$ cat config.mk
export PLATFORM = sky130hd
export DESIGN_NAME = keypad_code_entry
export DESIGN_NICKNAME = d
export VERILOG_FILES = /design/src/rtl/keypad_code_entry.sv
export SDC_FILE = /design/constraint.sdc
export NUM_CORES = 1
export LEC_CHECK = 0
export CAP_MARGIN = 0
export CELL_PAD_IN_SITES_DETAIL_PLACEMENT = 0
export CELL_PAD_IN_SITES_GLOBAL_PLACEMENT = 1
export CORE_UTILIZATION = 45
export CTS_BUF_LIST = sky130_fd_sc_hd__clkbuf_4 sky130_fd_sc_hd__clkbuf_8 sky130_fd_sc_hd__clkbuf_16
export DETAILED_ROUTE_END_ITERATION = 16
export GPL_TIMING_DRIVEN = 0
export PLACE_DENSITY_LB_ADDON = 0.1
export SYNTH_ARGS = -nofsm -noshare
export SYNTH_HDL_FRONTEND = slang
export SYNTH_SLANG_ARGS = --single-unit
$ cat constraint.sdc
create_clock -name clk -period 2.7 [get_ports clk]
set_clock_uncertainty 0.2 [all_clocks]
set_input_delay 0.405 -clock clk [delete_from_list [all_inputs] [get_ports clk]]
set_output_delay 0.405 -clock clk [all_outputs]
set_load 0.05 [all_outputs]
$ cat src/rtl/keypad_code_entry.sv
// keypad_code_entry: gathers MSB-first key bits into a 4-bit code
// and submits it to the lock on ENTER, with clear/overflow/timeout.
module keypad_code_entry #(
  parameter int CODE_BITS      = 4,
  parameter int TIMEOUT_CYCLES = 1000
) (
  input  logic                 clk,
  input  logic                 reset,
  input  logic                 key_valid,
  input  logic                 key_bit,
  input  logic                 key_enter,
  input  logic                 key_clear,
  output logic [CODE_BITS-1:0] code,
  output logic                 code_valid,
  output logic                 entry_error,
  output logic                 timeout,
  output logic [2:0]           digit_count
);

  localparam int TW =
    (TIMEOUT_CYCLES > 1) ? $clog2(TIMEOUT_CYCLES) : 1;
  localparam logic [TW-1:0] TLAST = TW'(TIMEOUT_CYCLES - 1);
  localparam logic [2:0] CLAST = 3'(CODE_BITS - 1);

  typedef enum logic [1:0] {
    IDLE,
    COLLECT,
    FULL,
    OVERFLOW
  } state_t;

  state_t               state;
  logic [CODE_BITS-1:0] sr;
  logic [TW-1:0]        timer;

  always_ff @(posedge clk or posedge reset) begin
    if (reset) begin
      state       <= IDLE;
      sr          <= '0;
      timer       <= '0;
      code        <= '0;
      code_valid  <= 1'b0;
      entry_error <= 1'b0;
      timeout     <= 1'b0;
      digit_count <= 3'd0;
    end else begin
      code_valid  <= 1'b0;
      entry_error <= 1'b0;
      timeout     <= 1'b0;
      if (key_clear) begin
        state       <= IDLE;
        sr          <= '0;
        timer       <= '0;
        digit_count <= 3'd0;
      end else if (key_enter) begin
        if (state == FULL) begin
          code       <= sr;
          code_valid <= 1'b1;
        end else begin
          entry_error <= 1'b1;
        end
        state       <= IDLE;
        sr          <= '0;
        timer       <= '0;
        digit_count <= 3'd0;
      end else if (key_valid) begin
        timer <= '0;
        unique case (state)
          IDLE, COLLECT: begin
            sr          <= {sr[CODE_BITS-2:0], key_bit};
            digit_count <= digit_count + 3'd1;
            state       <= (digit_count == CLAST) ? FULL : COLLECT;
          end
          FULL:     state <= OVERFLOW;
          OVERFLOW: state <= OVERFLOW;
          default:  state <= IDLE;
        endcase
      end else if (state != IDLE) begin
        // partial entry expires once the timer has run its full span
        if (timer == TLAST) begin
          timeout     <= 1'b1;
          state       <= IDLE;
          sr          <= '0;
          timer       <= '0;
          digit_count <= 3'd0;
        end else begin
          timer <= timer + 1'b1;
        end
      end
    end
  end

endmodule
==> flow_summary.json, run 1 <==
{
  "status": "complete, no violations",
  "synth_warnings": 0,
  "syn_inst": 110,
  "first_pass_iters": 4,
  "pwr_density_cell_nw_per_um2": 483.4,
  "worst-setup-path-type": "reg -> out",
  "min_from": "sr[3]$_DFFE_PP0P_",
  "crit_path_start": "digit_count[0]$_DFFE_PP0P_",
  "dieArea_sq_um": 2946,
  "core-area_sq_um": 2522,
  "numClockSinks": 26,
  "grt_pass1_vias": 911,
  "worst-path-max-fanout": 3,
  "slew_viol_final": 0,
  "die_h_um": 54.28,
  "cts_htree_levels": 1,
  "maxCapViolCount": 0,
  "yosys_register_bits": 26,
  "vdd_drop_max_mv": 0.3059,
  "min_path_type": "reg -> reg",
  "hold_viol_final": 0,
  "synth-edff-count": 0,
  "holdWs_ns": 0.3149,
  "grtUsageTotal_pct": 18.48,
  "synth_flop_cell": "dfrtp_1",
  "wirelength_um": 2188,
  "path_cells": "clkdlybuf4s50_1",
  "leakage_nw": 0.6301,
  "root_buffer": "clkbuf_4",
  "syn_area_per_cell_sq_um": 11.18,
  "r2r_start": "timer[0]$_DFFE_PP0P_",
  "die_width_um": 54.28,
  "area_growth_pct": 19.53,
  "vias_per_cell": 5.629,
  "cp.arrival_ns": 1.54,
  "hpwl_um": 1591,
  "postCtsSetupBuffers": 0,
  "clock_latency_ns": 0.32,
  "post-route-drc-count": 0,
  "max_stage_delay_ns": 0.82,
  "cts_buffers": 3,
  "crit_buf_inv": 1,
  "antenna_found_initial": 0,
  "grt_pass1_wl_um": 3933,
  "ant_nets": 0,
  "min_period_ns": 2.146,
  "ys_async_sr_fraction_pct": 100.0,
  "nNetsFinal": 139,
  "rsz0062_at_grt": "no",
  "io_pins": 16,
  "cts-resized-gates": 0,
  "crit_path_end_kind": "output port",
  "hold_buffers": 0,
  "overflow": 0,
  "ys_types": 35,
  "drive_above_1_share_pct": 13.18,
  "start_kind": "register",
  "finalCritPeriodShare_pct": 79.47,
  "place_congestion": 0.8083,
  "grt_max_degree": 27,
  "rows": 18,
  "cts.clk_slew.worst_paths_ns": 0.14,
  "via_count": 895,
  "critPathRequiredTime_ns": 2.10,
  "setup_viol": 0,
  "path_delay_family": "buffers and inverters",
  "worst_pin_slew_ns": 0.9651,
  "n_antenna_cell": 0,
  "ys_seq_area_share_pct": 52.90,
  "fmax_mhz": 466.1,
  "cpMaxStageDelayCell": "clkdlybuf4s50_1",
  "start_util_pct": 48.76,
  "relSlewSlack_pct": 35.59,
  "clock_tree.buffer_depth": 2,
  "wl_per_cell_um": 13.76,
  "syn-num-nets": 119,
  "drtIter0Drc": 12,
  "syn_area_sq_um": 1230,
  "tns_ns": 0,
  "cts_tree": "yes",
  "port_buffers": 15
}
-- kinds of logic after synthesis --
group	after synthesis	share of synthesized area, %
xor+xnor	6	4.273
fa+ha+maj	3	3.052
compound gates	22	13.53
flops	26	52.90
simple gates	40	18.42
mux	5	4.577
buf+inv	8	3.255
-- worst paths after layout --
path                                               to  slack [ns]  cells past startpoint
setup / recovery                       digit_count[0]        0.55                      1
hold / removal                      sr[3]$_DFFE_PP0P_        0.31                      1
setup reg to reg           digit_count[0]$_DFFE_PP0P_        0.71                      5
hold reg to reg                     sr[3]$_DFFE_PP0P_        0.31                      1
max in group asynchronous        timer[4]$_DFFE_PP0P_        1.33                      2
min in group asynchronous        timer[3]$_DFFE_PP0P_        0.39                      2
-- placed cells by master, fill, tap and decap left out, drive strengths merged, types with 2 or more instances in the layout --
cell type / Yosys / routed
xor2: 4 / 4
clkdlybuf4s50: 0 / 15
o21ai: 3 / 3
ha: 3 / 3
nor3: 4 / 4
buf: 3 / 3
a211oi: 2 / 2
a22o: 6 / 6
nor2: 11 / 11
nand3: 5 / 5
clkbuf: 2 / 5
mux2: 5 / 5
inv: 3 / 3
a21oi: 5 / 5
o2111ai: 2 / 2
xnor2: 2 / 2
dfrtp: 26 / 26
nand4: 2 / 2
nand2: 7 / 7
-- Yosys cell counts, types with 2 or more instances --
cell type | number | area [sq um]
dfrtp_1 | 26 | 650.6
nor2_1 | 11 | 41.29
nand2_1 | 7 | 26.28
a22o_1 | 6 | 52.55
a21oi_1 | 5 | 25.02
mux2_2 | 5 | 56.30
nand3_1 | 4 | 20.02
nor3_1 | 4 | 20.02
xor2_1 | 4 | 35.03
ha_1 | 3 | 37.54
inv_1 | 3 | 11.26
o21ai_0 | 3 | 15.01
a211oi_1 | 2 | 15.01
buf_2 | 2 | 10.01
clkbuf_1 | 2 | 7.510
nand4_1 | 2 | 12.51
o2111ai_1 | 2 | 17.52
xnor2_1 | 2 | 17.52
-- layer usage --
layer / up-vias / track usage, % / wire, um
li1: 438 / - / -
met1: 437 / 22.77 / 1023
met2: 18 / 32.72 / 1068
met5: - / 0 / 0
met3: 2 / 3.333 / 80
met4: 0 / 5.128 / 15
-- power breakdown --
part | switching [W] | leakage [nW] | total, W | internal (W)
Combinational | 0.0000304 | 0.241 | 0.0000482 | 0.0000177
Clock | 0.000117 | 0.0279 | 0.000267 | 0.000150
Sequential | 0.00000242 | 0.361 | 0.000395 | 0.000393
Total | 0.000150 | 0.630 | 0.000711 | 0.000560
-- area by class of cell --
cell class                      count  area (sq um)
Buffer                              5         28.78
Clock buffer                        3         22.52
Clock inverter                      1         30.03
Fill cell                         223          1052
Inverter                            3         11.26
Multi-Input combinational cell     76         539.3
Sequential cell                    26         650.6
Tap cell                           30         37.54
Timing Repair Buffer               15         150.1
-- flip-flops by register name, indices dropped and copies added, names as in the netlist --
register	count
code	4
code_valid	1
digit_count	3
entry_error	1
sr	4
state	2
timeout	1
timer	10
-- per-stage QoR --
step	cell area [sq um]	worst slack, ns	utilization [%]	std cells	power [W]
2_1_floorplan	1230	0.8868	-	110	0.0004310
3_3_place_gp	1418	0.3997	56.20	155	0.0004508
3_5_place_dp	1418	0.3930	56.20	155	0.0004513
4_1_cts	1470	0.5387	58.28	159	0.0007185
5_1_grt	1470	0.4991	58.28	159	0.0007387
6_report	1470	0.5544	58.28	159	0.0007106
Power figures use the tool's default switching activity.
==> inputs of run 2 (changes only) <==
--- a/config.mk
+++ b/config.mk
@@ -8,7 +8,7 @@
 export CAP_MARGIN = 0
 export CELL_PAD_IN_SITES_DETAIL_PLACEMENT = 0
 export CELL_PAD_IN_SITES_GLOBAL_PLACEMENT = 1
-export CORE_UTILIZATION = 45
+export CORE_UTILIZATION = 42
 export CTS_BUF_LIST = sky130_fd_sc_hd__clkbuf_4 sky130_fd_sc_hd__clkbuf_8 sky130_fd_sc_hd__clkbuf_16
 export DETAILED_ROUTE_END_ITERATION = 16
 export GPL_TIMING_DRIVEN = 0
==> constraint.sdc (replaced) <==
create_clock -name clk -period 2.18 [get_ports clk]
set_clock_uncertainty 0.2 [all_clocks]
set_input_delay 0.327 -clock clk [delete_from_list [all_inputs] [get_ports clk]]
set_output_delay 0.327 -clock clk [all_outputs]
set_load 0.05 [all_outputs]
==> flow_summary.json, run 2 (synthesis gave the netlist of run 1 again) <==
{
  "status": "complete, no violations",
  "cp-endpoint": "digit_count[0]",
  "drive_above_1_share_pct": 13.18,
  "crit_path_start": "digit_count[0]$_DFFE_PP0P_",
  "cp.arrival_ns": 1.56,
  "fmax_mhz": 478.2,
  "antenna_found_initial": 0,
  "port_buffers": 15,
  "cts_buffers": 3,
  "grt_pass1_vias": 921,
  "nFillCells": 262,
  "cts.clk_slew.worst_paths_ns": 0.14,
  "rows": 19,
  "r2r_start": "timer[0]$_DFFE_PP0P_",
  "core-area_sq_um": 2758,
  "layout_commonest_cell": "dfrtp_1",
  "n_antenna_cell": 0,
  "dieArea_sq_um": 3149,
  "wirelength_um": 2359,
  "cts_tree": "yes",
  "io_pins": 16,
  "crit_path_end_kind": "output port",
  "timing.rr.end": "digit_count[0]$_DFFE_PP0P_",
  "clock_latency_ns": 0.33,
  "hpwl_um": 1734,
  "r2r.worst_path.cells": 5,
  "nNetsFinal": 139,
  "grtUsageTotal_pct": 17.66,
  "critPathRequiredTime_ns": 1.65,
  "grt_max_degree": 27,
  "pre_cts_ws_ns": -0.06191,
  "place_congestion": 0.7678,
  "root_buffer": "clkbuf_4",
  "cpMaxStageDelayCell": "clkdlybuf4s50_1",
  "path_depth": 1,
  "wl_per_cell_um": 14.74,
  "worst_slack_ns": 0.08902,
  "leakage_nw": 0.6230,
  "slew_viol_final": 0,
  "first_pass_iters": 3,
  "die_h_um": 56.12,
  "path_delay_family": "buffers and inverters",
  "met3WireLength_um": 51,
  "r2r_slack_ns": 0.12,
  "grt_pass1_wl_um": 4271,
  "cts_htree_levels": 1,
  "regMostFlops": "timer",
  "finalCritPeriodShare_pct": 95.92,
  "setup_viol": 0,
  "hold_viol_final": 0,
  "via_count": 896,
  "die_width_um": 56.12,
  "path_cells": "clkdlybuf4s50_1",
  "postCtsSetupBuffers": 0,
  "maxCapViolCount": 0,
  "crit_buf_inv": 1,
  "numClockSinks": 26,
  "start_kind": "register",
  "vias_per_cell": 5.600,
  "dr_wl_met2_um": 1141,
  "ant_nets": 0,
  "start_util_pct": 44.60,
  "area_growth_pct": 18.31,
  "reg_top3": "timer (10), code (4), sr (4)",
  "max_stage_delay_ns": 0.82,
  "drtIter0Drc": 16,
  "vdd_drop_max_mv": 0.3454,
  "hold_buffers": 0,
  "holdWs_ns": 0.3134,
  "worst-setup-path-type": "reg -> out",
  "mostFrequentLayoutCells": "dfrtp_1, clkdlybuf4s50_1, nor2_1",
  "relSlewSlack_pct": 34.57,
  "worst_pin_slew_ns": 0.9804,
  "post-route-drc-count": 0,
  "rsz0062_at_grt": "no",
  "cts-resized-gates": 0,
  "pwr_density_cell_nw_per_um2": 547.3,
  "worst-path-max-fanout": 3,
  "wl_met1_um": 1115,
  "overflow": 0,
  "clock_tree.buffer_depth": 2,
  "largest_reg_flops": 10,
  "min_period_ns": 2.091,
  "min_path_type": "in -> async",
  "top_layer": "met4"
}
==> run 2: cell types whose count changed in the layout (fill, tap and decap cells not counted) <==
cell and delta:
bufinv_16 -1, clkbuf_8 +1, o21ai_0 -1, o21ai_1 +1
==> run 2: per-layer routing <==
| metal | up-vias | GRT usage [%] |
|---|---|---|
| li1 | 435 | - |
| met1 | 444 | 21.97 |
| met2 | 12 | 29.93 |
| met3 | 5 | 2.093 |
| met4 | 0 | 9.408 |
| met5 | - | 0 |
==> run 2: layout make-up <==
cell class                 instances  area [sq um]  share of cell area, %
multi-input combinational         76         539.3                  37.06
sequential                        26         650.6                  44.71
timing repair buffer              15         150.1                  10.32
tap                               31         38.79                  2.666
inverter                           3         11.26                 0.7739
buffer                             5         28.78                  1.978
clock buffer                       4         36.28                  2.494
==> run 2: how the worst min path moves through the flow <==
stage,from,endpoint,slack [ns]
floorplan,reset,code[0]$_DFFE_PP0P_,0.17
global placement,sr[3]$_DFFE_PP0P_,sr[3]$_DFFE_PP0P_,0.29
detailed placement,sr[3]$_DFFE_PP0P_,sr[3]$_DFFE_PP0P_,0.29
CTS,sr[3]$_DFFE_PP0P_,sr[3]$_DFFE_PP0P_,0.32
global route,code[2]$_DFFE_PP0P_,code[2]$_DFFE_PP0P_,0.34
finish,reset,timer[9]$_DFFE_PP0P_,0.31
==> run 2: report_power, final <==
group,total [W],switching (W),leakage [nW],internal (W)
registers,0.000490,0.00000347,0.361,0.000486
logic,0.0000600,0.0000381,0.241,0.0000220
clock network,0.000246,0.000144,0.0210,0.000102
total,0.000796,0.000186,0.623,0.000611
==> run 2: stage by stage <==
stage,power (W),utilization [%],std cells,area (sq um),setup TNS [ns]
after floorplan,0.0005338,-,110,1230,0
after CTS,0.0008091,52.77,160,1455,0
after detailed placement,0.0005602,51.45,156,1419,-0.1026
after global routing,0.0008326,52.77,160,1455,0
after global placement,0.0005588,51.45,156,1419,-0.07552
final,0.0007963,52.77,160,1455,0
==> inputs of run 3 (changes only) <==
--- a/config.mk
+++ b/config.mk
@@ -8,9 +8,9 @@
 export CAP_MARGIN = 0
 export CELL_PAD_IN_SITES_DETAIL_PLACEMENT = 0
 export CELL_PAD_IN_SITES_GLOBAL_PLACEMENT = 1
-export CORE_UTILIZATION = 42
-export CTS_BUF_LIST = sky130_fd_sc_hd__clkbuf_4 sky130_fd_sc_hd__clkbuf_8 sky130_fd_sc_hd__clkbuf_16
+export CORE_UTILIZATION = 48
 export DETAILED_ROUTE_END_ITERATION = 16
+export DONT_BUFFER_PORTS = 1
 export GPL_TIMING_DRIVEN = 0
 export PLACE_DENSITY_LB_ADDON = 0.1
 export SYNTH_ARGS = -nofsm -noshare
==> flow_summary.json, run 3 (synthesis gave the netlist of run 1 again) <==
{
  "status": "complete, no violations",
  "place_congestion": 0.7858,
  "cts-resized-gates": 0,
  "drtIter0Drc": 26,
  "n_antenna_cell": 0,
  "cts_htree_levels": 1,
  "instances_no_fill": 147,
  "wirelength_um": 2211,
  "cp.arrival_ns": 2.04,
  "start_util_pct": 53.05,
  "die_width_um": 52.62,
  "worst-path-max-fanout": 7,
  "worst-setup-path-type": "reg -> reg",
  "cts_tree": "yes",
  "finalCritPeriodShare_pct": 92.31,
  "wl_per_cell_um": 15.04,
  "hold_viol_final": 0,
  "crit_path_end_kind": "register",
  "dp.cells": 138,
  "reg_top3": "timer (10), code (4), sr (4)",
  "io_pins": 16,
  "min_path_type": "in -> reg",
  "root_buffer": "clkbuf_4",
  "dieArea_sq_um": 2769,
  "via_count": 859,
  "leakage_nw": 0.5971,
  "ant_nets": 0,
  "overflow": 0,
  "vdd_drop_max_mv": 0.3935,
  "mostFrequentLayoutCells": "dfrtp_1, nor2_1, nand2_1",
  "cts.clk_slew.worst_paths_ns": 0.15,
  "clock_latency_ns": 0.32,
  "pwr_density_cell_nw_per_um2": 633.9,
  "slew_viol_final": 0,
  "hold_buffers": 5,
  "relSlewSlack_pct": 35.92,
  "rsz0062_at_grt": "no",
  "drive_above_1_share_pct": 14.29,
  "vias_per_cell": 5.844,
  "regMostFlops": "timer",
  "die_h_um": 52.62,
  "clock_tree.buffer_depth": 2,
  "cts_buffers": 3,
  "nNetsFinal": 129,
  "area_growth_pct": 11.19,
  "numClockSinks": 26,
  "grt_max_degree": 27,
  "layout_commonest_cell": "dfrtp_1",
  "postCtsSetupBuffers": 0,
  "antenna_found_initial": 0,
  "start_kind": "register",
  "tns_ns": 0,
  "grtUsageTotal_pct": 19.34,
  "hpwl_um": 1511,
  "holdWs_ns": 0.009037,
  "fmax_mhz": 496.9,
  "grt_pass1_wl_um": 3898,
  "critPathRequiredTime_ns": 2.20,
  "post-route-drc-count": 0,
  "port_buffers": 0,
  "grt_pass1_vias": 872,
  "setup_viol": 0,
  "worst_pin_slew_ns": 0.9601,
  "core-area_sq_um": 2318,
  "largest_reg_flops": 10,
  "rows": 17,
  "maxCapViolCount": 0,
  "min_period_ns": 2.012,
  "first_pass_iters": 4
}
==> run 3: changes by cell type in the layout (fill, tap and decap cells not counted), sizes merged <==
cell           change
bufinv             +1
clkbuf             -1
clkdlybuf4s50     -15
dlygate4sd3        +5
==> run 3: through the flow <==
| step | setup slack [ns] | utilization (%) | cell area [sq um] | power, W |
|---|---|---|---|---|
| 6_report | 0.1677 | 58.99 | 1368 | 0.0008669 |
| 5_1_grt | 0.07614 | 58.99 | 1368 | 0.0009104 |
| 4_1_cts | 0.1742 | 58.99 | 1368 | 0.0008799 |
| 3_5_place_dp | 0.1973 | 54.56 | 1265 | 0.0005418 |
| 3_3_place_gp | 0.1887 | 54.56 | 1265 | 0.0005407 |
| 2_1_floorplan | 0.3668 | - | 1230 | 0.0005338 |
==> run 3: where the power goes <==
part	switching [W]	total, W	internal [W]
sequential	0.0000113	0.000498	0.000486
clock	0.000140	0.000326	0.000186
combinational	0.0000266	0.0000432	0.0000167
total	0.000178	0.000867	0.000689
==> run 3: worst max-delay path: stages (launching register included) <==
cell	delay [ns]
dfrtp_1	0.47
ha_1	0.24
and4bb_2	0.28
nand2_1	0.09
o31a_2	0.36
mux2_2	0.28
==> run 3: cell type report <==
class | count | area, sq um
clock buffers | 3 | 22.52
multi-input cells | 76 | 539.3
plain buffers | 5 | 28.78
repair buffers | 5 | 50.05
flip-flops and latches | 26 | 650.6
well taps | 28 | 35.03
fillers | 210 | 950.9
clock inverters | 1 | 30.03
inverters | 3 | 11.26
==> run 3: path summary, 6_finish.rpt <==
path / slack, ns / to / startpoint / depth (start not counted)
max: 0.17 / digit_count[0]$_DFFE_PP0P_ / timer[0]$_DFFE_PP0P_ / 5
min in group asynchronous: 0.45 / digit_count[0]$_DFFE_PP0P_ / reset / 2
max in group asynchronous: 0.75 / timer[3]$_DFFE_PP0P_ / reset / 2
min: 0.009 / state[1]$_DFFE_PP0P_ / key_valid / 2
max reg2reg: 0.17 / digit_count[0]$_DFFE_PP0P_ / timer[0]$_DFFE_PP0P_ / 5
min reg2reg: 0.32 / sr[3]$_DFFE_PP0P_ / sr[3]$_DFFE_PP0P_ / 1
==> run 3: routing by layer <==
layer | track usage, % | wire length [um] | up-vias
met5 | 0 | 0 | -
met4 | 5.263 | 14 | 0
met3 | 4.058 | 60 | 2
met2 | 31.43 | 1056 | 13
met1 | 25.93 | 1078 | 430
li1 | - | - | 414
==> edit 1, RTL diff (settings of run 3) <==
The 4 states of `state_t` get a Gray code encoding in 2 bits.
--- a/src/rtl/keypad_code_entry.sv
+++ b/src/rtl/keypad_code_entry.sv
@@ -24,8 +24,8 @@
 
   typedef enum logic [1:0] {
-    IDLE,
-    COLLECT,
-    FULL,
-    OVERFLOW
+    IDLE     = 2'b00,
+    COLLECT  = 2'b01,
+    FULL     = 2'b11,
+    OVERFLOW = 2'b10
   } state_t;
 
Check against the original RTL: no difference found for any inputs over 10 cycles, from zero or initial values and one cycle with reset high; not proved beyond that.
==> edit 1 against run 3 <==
  * Synthesized area shrank 0.31%
  * Count of clock-buffer cells in the layout did not move
  * Fmax is 1.1% lower
  * Highest routed layer unchanged
  * Combinational power is 2% lower
  * Critical path type unchanged
  * Routed wire length grew 7.9%
  * Total power is 0.32% higher
  * Largest power group unchanged
  * Die area down 0.30%
  * Final area rose by 0.46%
  * Worst setup slack worse by 22 ps
  * Sequential cell count stayed put
==> edit 1: results (changes against run 3) <==
.. list-table::
   :header-rows: 1

   * - Metric
     - Value
   * - Filler Cell Count
     - 220 (+4.8%)
   * - Vias/cell
     - 5.88 (+0.61%)
   * - Wire length of the first global-routing pass
     - 4.01 mm (+2.8%)
   * - CTS H-tree depth
     - 1 (unchanged)
   * - Largest vdd supply drop
     - 354 uV (-10%)
   * - I/O Buffers
     - 0 (unchanged)
   * - Status
     - complete, no violations
   * - Fin nets
     - 139 (+7.8%)
   * - Initial antenna violation count
     - 0 (unchanged)
   * - Async set or reset register ratio after synthesis
     - 100% (unchanged)
   * - Share of final-layout standard cells stronger than drive strength 1
     - 14.0% (-0.33 points)
   * - # Max-Cap Violations
     - 0 (unchanged)
   * - Post-CTS clock slew at the launch and capture registers of the worst setup and hold paths
     - 140 ps
   * - Global Route Usage Sum
     - 20.2% (+0.85 points)
   * - Top flop regs
     - timer x10, code x4, sr x4
   * - Mux share of post-synthesis cell area
     - 1.22% (-3.4 points)
   * - N_diodes
     - 0 (unchanged)
   * - Root cell of the clock tree
     - sky130_fd_sc_hd__clkbuf_4
   * - Global placement routability congestion
     - 0.842 (+7.2%)
   * - Worst min-delay path class
     - in -> reg
   * - Worst-Skew Late Latency
     - 320 ps (about the same)
   * - Critical path peak fanout
     - 7 (unchanged)
   * - Number of buffers on the longest clock path
     - 2 (unchanged)
   * - Fraction of the mapped netlist area in adder cells
     - 3.06% (+0.0093 points)
   * - Initial DRT Pass Iterations
     - 4 (unchanged)
   * - Slew of the pin with the lowest slew margin
     - 938 ps (-21.7 ps)
   * - Post-synthesis compound-gate area fraction
     - 14.9% (+1.4 points)
   * - Dominant register cell in the synthesized netlist
     - sky130_fd_sc_hd__dfrtp_1
   * - Static power due to leakage
     - 0.614 nW (+2.8%)
   * - DR iter-0 viols
     - 11 (-58%)
   * - Number of distinct library cell variants in the gate-level netlist after synthesis
     - 31 (-11%)
   * - Highest-delay cell along the critical path
     - sky130_fd_sc_hd__dfrtp_1
   * - HPWL Detailed
     - 1.65 mm (+9.0%)
   * - Vias in the first global route
     - 963 (+10%)
   * - Syn Nets
     - 128 (+7.6%)
   * - Number of CTS-inserted buffers
     - 3 (unchanged)
   * - Critical Path Max Stage Delay
     - 460 ps
   * - Avg WL per Cell
     - 15.2 um (+1.0%)
   * - Top cells by area in the synthesized netlist
     - sky130_fd_sc_hd__dfrtp_1 53%, sky130_fd_sc_hd__nand2_1 6.4%, sky130_fd_sc_hd__a22o_2 4.9%
   * - Proportion of synthesized chip area in sequential cells
     - 53.1% (+0.16 points)
   * - Leading post-synthesis cells by instance count
     - 26 x sky130_fd_sc_hd__dfrtp_1, 21 x sky130_fd_sc_hd__nand2_1, 12 x sky130_fd_sc_hd__nor2_1
   * - Final hold violation count
     - 0 (unchanged)
   * - YS warnings
     - 0 (unchanged)
   * - Post-synthesis share of cell area spent on xor and xnor gates
     - 4.29% (+0.013 points)
   * - Maximum number of pins on one net before global-route repair
     - 27 (unchanged)
   * - Worst EP arrival
     - 2050 ps
==> edit 1: routing by layer <==
metal	global-route usage [%]	up-vias	wire length, um
met3	4.06	6	66
met5	0	-	0
met1	23.1	461	1010
li1	-	439	-
met4	9.21	0	53
met2	35.7	17	1260
==> edit 1: path summary, 6_finish.rpt <==
check                          start              to  slack [ps]  depth (start not counted)
max                         timer[0]  digit_count[0]         150                          5
min                        key_enter        state[1]          50                          3
max reg2reg                 timer[0]  digit_count[0]         150                          5
min reg2reg                    sr[0]         code[0]         330                          2
max in group asynchronous      reset  digit_count[1]         770                          2
min in group asynchronous      reset        timer[5]         440                          2
==> edit 1: through the flow <==
step	power [mW]	setup WS, ps	std cells	utilization, %	instance area (sq um)
2_1_floorplan	0.534	343	119	-	1230
3_3_place_gp	0.541	178	147	54.4	1260
3_5_place_dp	0.542	123	147	54.4	1260
4_1_cts	0.877	104	156	58.8	1360
5_1_grt	0.899	66.7	157	59.3	1370
6_report	0.870	146	157	59.3	1370
==> edit 1: where the power goes <==
group	switching [mW]	total (mW)	leakage, nW	internal [mW]
Sequential	0.0120	0.498	0.361	0.486
Combinational	0.0248	0.0424	0.225	0.0176
Clock	0.143	0.329	0.0279	0.186
==> edit 1: layout make-up <==
cell class                 instances  share of cell area [%]
buffer                             2                   0.546
clock buffer                       3                    1.64
clock inverter                     1                    2.19
inverter                           4                    1.09
multi-input combinational         87                    40.3
sequential                        26                    47.4
tap                               28                    2.55
timing repair buffer               6                    4.37
==> edit 1: repair_timing <==
action | in CTS | in global routing
setup endpoints to repair | 0 | 5
setup buffers | 0 | 0
hold endpoints to repair | 29 | 1
hold buffers | 5 | 1
resized for setup | 0 | 1
==> edit 1: cell families after synthesis <==
logic type               count (synthesis)
AND/OR/NAND/NOR                         53
flip-flops                              26
AO/OA/AOI/OAI                           24
XOR/XNOR                                 6
buffers and inverters                    6
adder cells (fa/ha/maj)                  3
multiplexers                             1
==> edit 1: worst max-delay path: cells and delay by family, from the launching register on <==
kind                       cells  cell delay (ps)
adders and majority gates      1              250
muxes                          1              260
AOI/OAI and AO/OA              1              400
DFF                            1              460
and+or+nand+nor                2              360
==> edit 2, RTL diff (flow settings as in run 3) <==
Made on the original files. Change the parameter `TIMEOUT_CYCLES` from 1000 to 4000.
--- a/src/rtl/keypad_code_entry.sv
+++ b/src/rtl/keypad_code_entry.sv
@@ -3,5 +3,5 @@
 module keypad_code_entry #(
   parameter int CODE_BITS      = 4,
-  parameter int TIMEOUT_CYCLES = 1000
+  parameter int TIMEOUT_CYCLES = 4000
 ) (
   input  logic                 clk,
Formal check against the unedited RTL: no difference found for any inputs over 10 cycles, from zero or initial values and one cycle with reset high; that may be too few to reach the edited logic, so the function may still have changed.
==> edit 2 against run 3 <==
  * Worst setup slack improved by 52 ps
  * Final area is 7.8% higher
  * Synthesized area increased by 7.1%
  * Fmax up 2.6%
  * Routed wire length rose by 4.8%
  * Sequential cell count is 2 higher
  * Total power increased by 16%
==> edit 2: results (changes against run 3) <==
.. list-table::
   :header-rows: 1

   * - Metric
     - Value
   * - Synthesized instance count
     - 118 (+7.3%)
   * - Placement-stage worst setup slack
     - 78.0 ps (-119 ps)
   * - Mux share of post-synthesis cell area
     - 3.42% (-1.2 points)
   * - Top flop regs
     - timer x12, code x4, sr x4
   * - Leading post-synthesis cells by instance count
     - 28 x sky130_fd_sc_hd__dfrtp_1, 11 x sky130_fd_sc_hd__nor2_1, 7 x sky130_fd_sc_hd__nand2_1
   * - Final worst setup slack
     - 219 ps (+51.7 ps)
   * - DP Cell Count
     - 148 (+7.2%)
   * - Met3 Use GR
     - 2.50% (-1.6 points)
   * - Avg WL per Cell
     - 14.6 um (-3.1%)
   * - Worst hold slack after final layout
     - 48.3 ps (+39.3 ps)
   * - Slew of the pin with the lowest slew margin
     - 1020 ps (+62.9 ps)
   * - Largest vdd supply drop
     - 448 uV (+14%)
   * - Global placement routability congestion
     - 0.775 (-1.3%)
   * - Filler Cell Count
     - 231 (+10%)
   * - Met1 track utilization from global routing
     - 26.4% (+0.47 points)
   * - Static power due to leakage
     - 0.625 nW (+4.6%)
   * - Wire length of the first global-routing pass
     - 3.77 mm (-3.4%)
   * - Status
     - complete, no violations
   * - Fraction of the mapped netlist area in adder cells
     - 2.85% (-0.20 points)
   * - Met2 layer usage reported by global route
     - 26.6% (-4.8 points)
   * - Initial DRT Pass Iterations
     - 2 (-2)
   * - Met3 wire len
     - 57 um (-5.0%)
   * - Total via count in the routed design
     - 902 (+5.0%)
   * - Met1 Wirelength
     - 1.21 mm (+12%)
   * - Global Route Usage Sum
     - 17.9% (-1.4 points)
   * - Post-synthesis compound-gate area fraction
     - 14.9% (+1.4 points)
   * - Syn Nets
     - 127 (+6.7%)
   * - Worst EP arrival
     - 2010 ps (-30 ps)
   * - DR WL met2
     - 1.04 mm (-1.9%)
   * - Critical path peak fanout
     - 6 (-1)
   * - Fin nets
     - 139 (+7.8%)
==> edit 2: cell count changes after synthesis, sizes merged, moves of 2 or more <==
cell and change:
or3 +3, xnor2 +3, a211oi +2, dfrtp +2, nand4 +2, nor3 -2
o21ai +2
==> edit 2: critical path, cell delays in order (launching register included) <==
cell and delay (ps):
sky130_fd_sc_hd__dfrtp_1 460, sky130_fd_sc_hd__ha_1 260, sky130_fd_sc_hd__nand4bb_1 130, sky130_fd_sc_hd__or3_1 330, sky130_fd_sc_hd__buf_6 140, sky130_fd_sc_hd__o21ai_4 140
sky130_fd_sc_hd__buf_4 160, sky130_fd_sc_hd__nor2_1 50
==> edit 2: worst paths after layout <==
| path | start | to | cells past startpoint |
|---|---|---|---|
| max in group asynchronous | reset | timer[0] | 2 |
| setup / recovery | timer[1] | timer[10] | 7 |
| min in group asynchronous | reset | timer[9] | 2 |
| setup reg to reg | timer[1] | timer[10] | 7 |
| hold reg to reg | sr[3] | sr[3] | 1 |
| hold / removal | key_enter | digit_count[0] | 3 |
==> edit 2: layout make-up <==
type	count	area [sq um]	share of cell area [%]
plain buffers	5	27.5	1.87
clock buffers	3	22.5	1.53
clock inverters	1	30.0	2.04
inverters	4	15.0	1.02
multi-input cells	81	574	39.0
flip-flops and latches	28	702	47.6
well taps	30	37.5	2.55
repair buffers	7	65.1	4.41
==> edit 2: power breakdown <==
| part | internal (mW) | switching [mW] | total (mW) |
|---|---|---|---|
| sequential | 0.533 | 0.0573 | 0.590 |
| combinational | 0.0268 | 0.0364 | 0.0631 |
| clock | 0.186 | 0.167 | 0.353 |
| total | 0.745 | 0.261 | 1.01 |
==> edit 2: what timing repair did <==
action | in CTS | in global routing
resized for setup | 0 | 1
hold buffers | 5 | 0
hold endpoints to repair | 31 | 0
endpoints found under the setup margin | 0 | 1
buffers inserted | 0 | 2
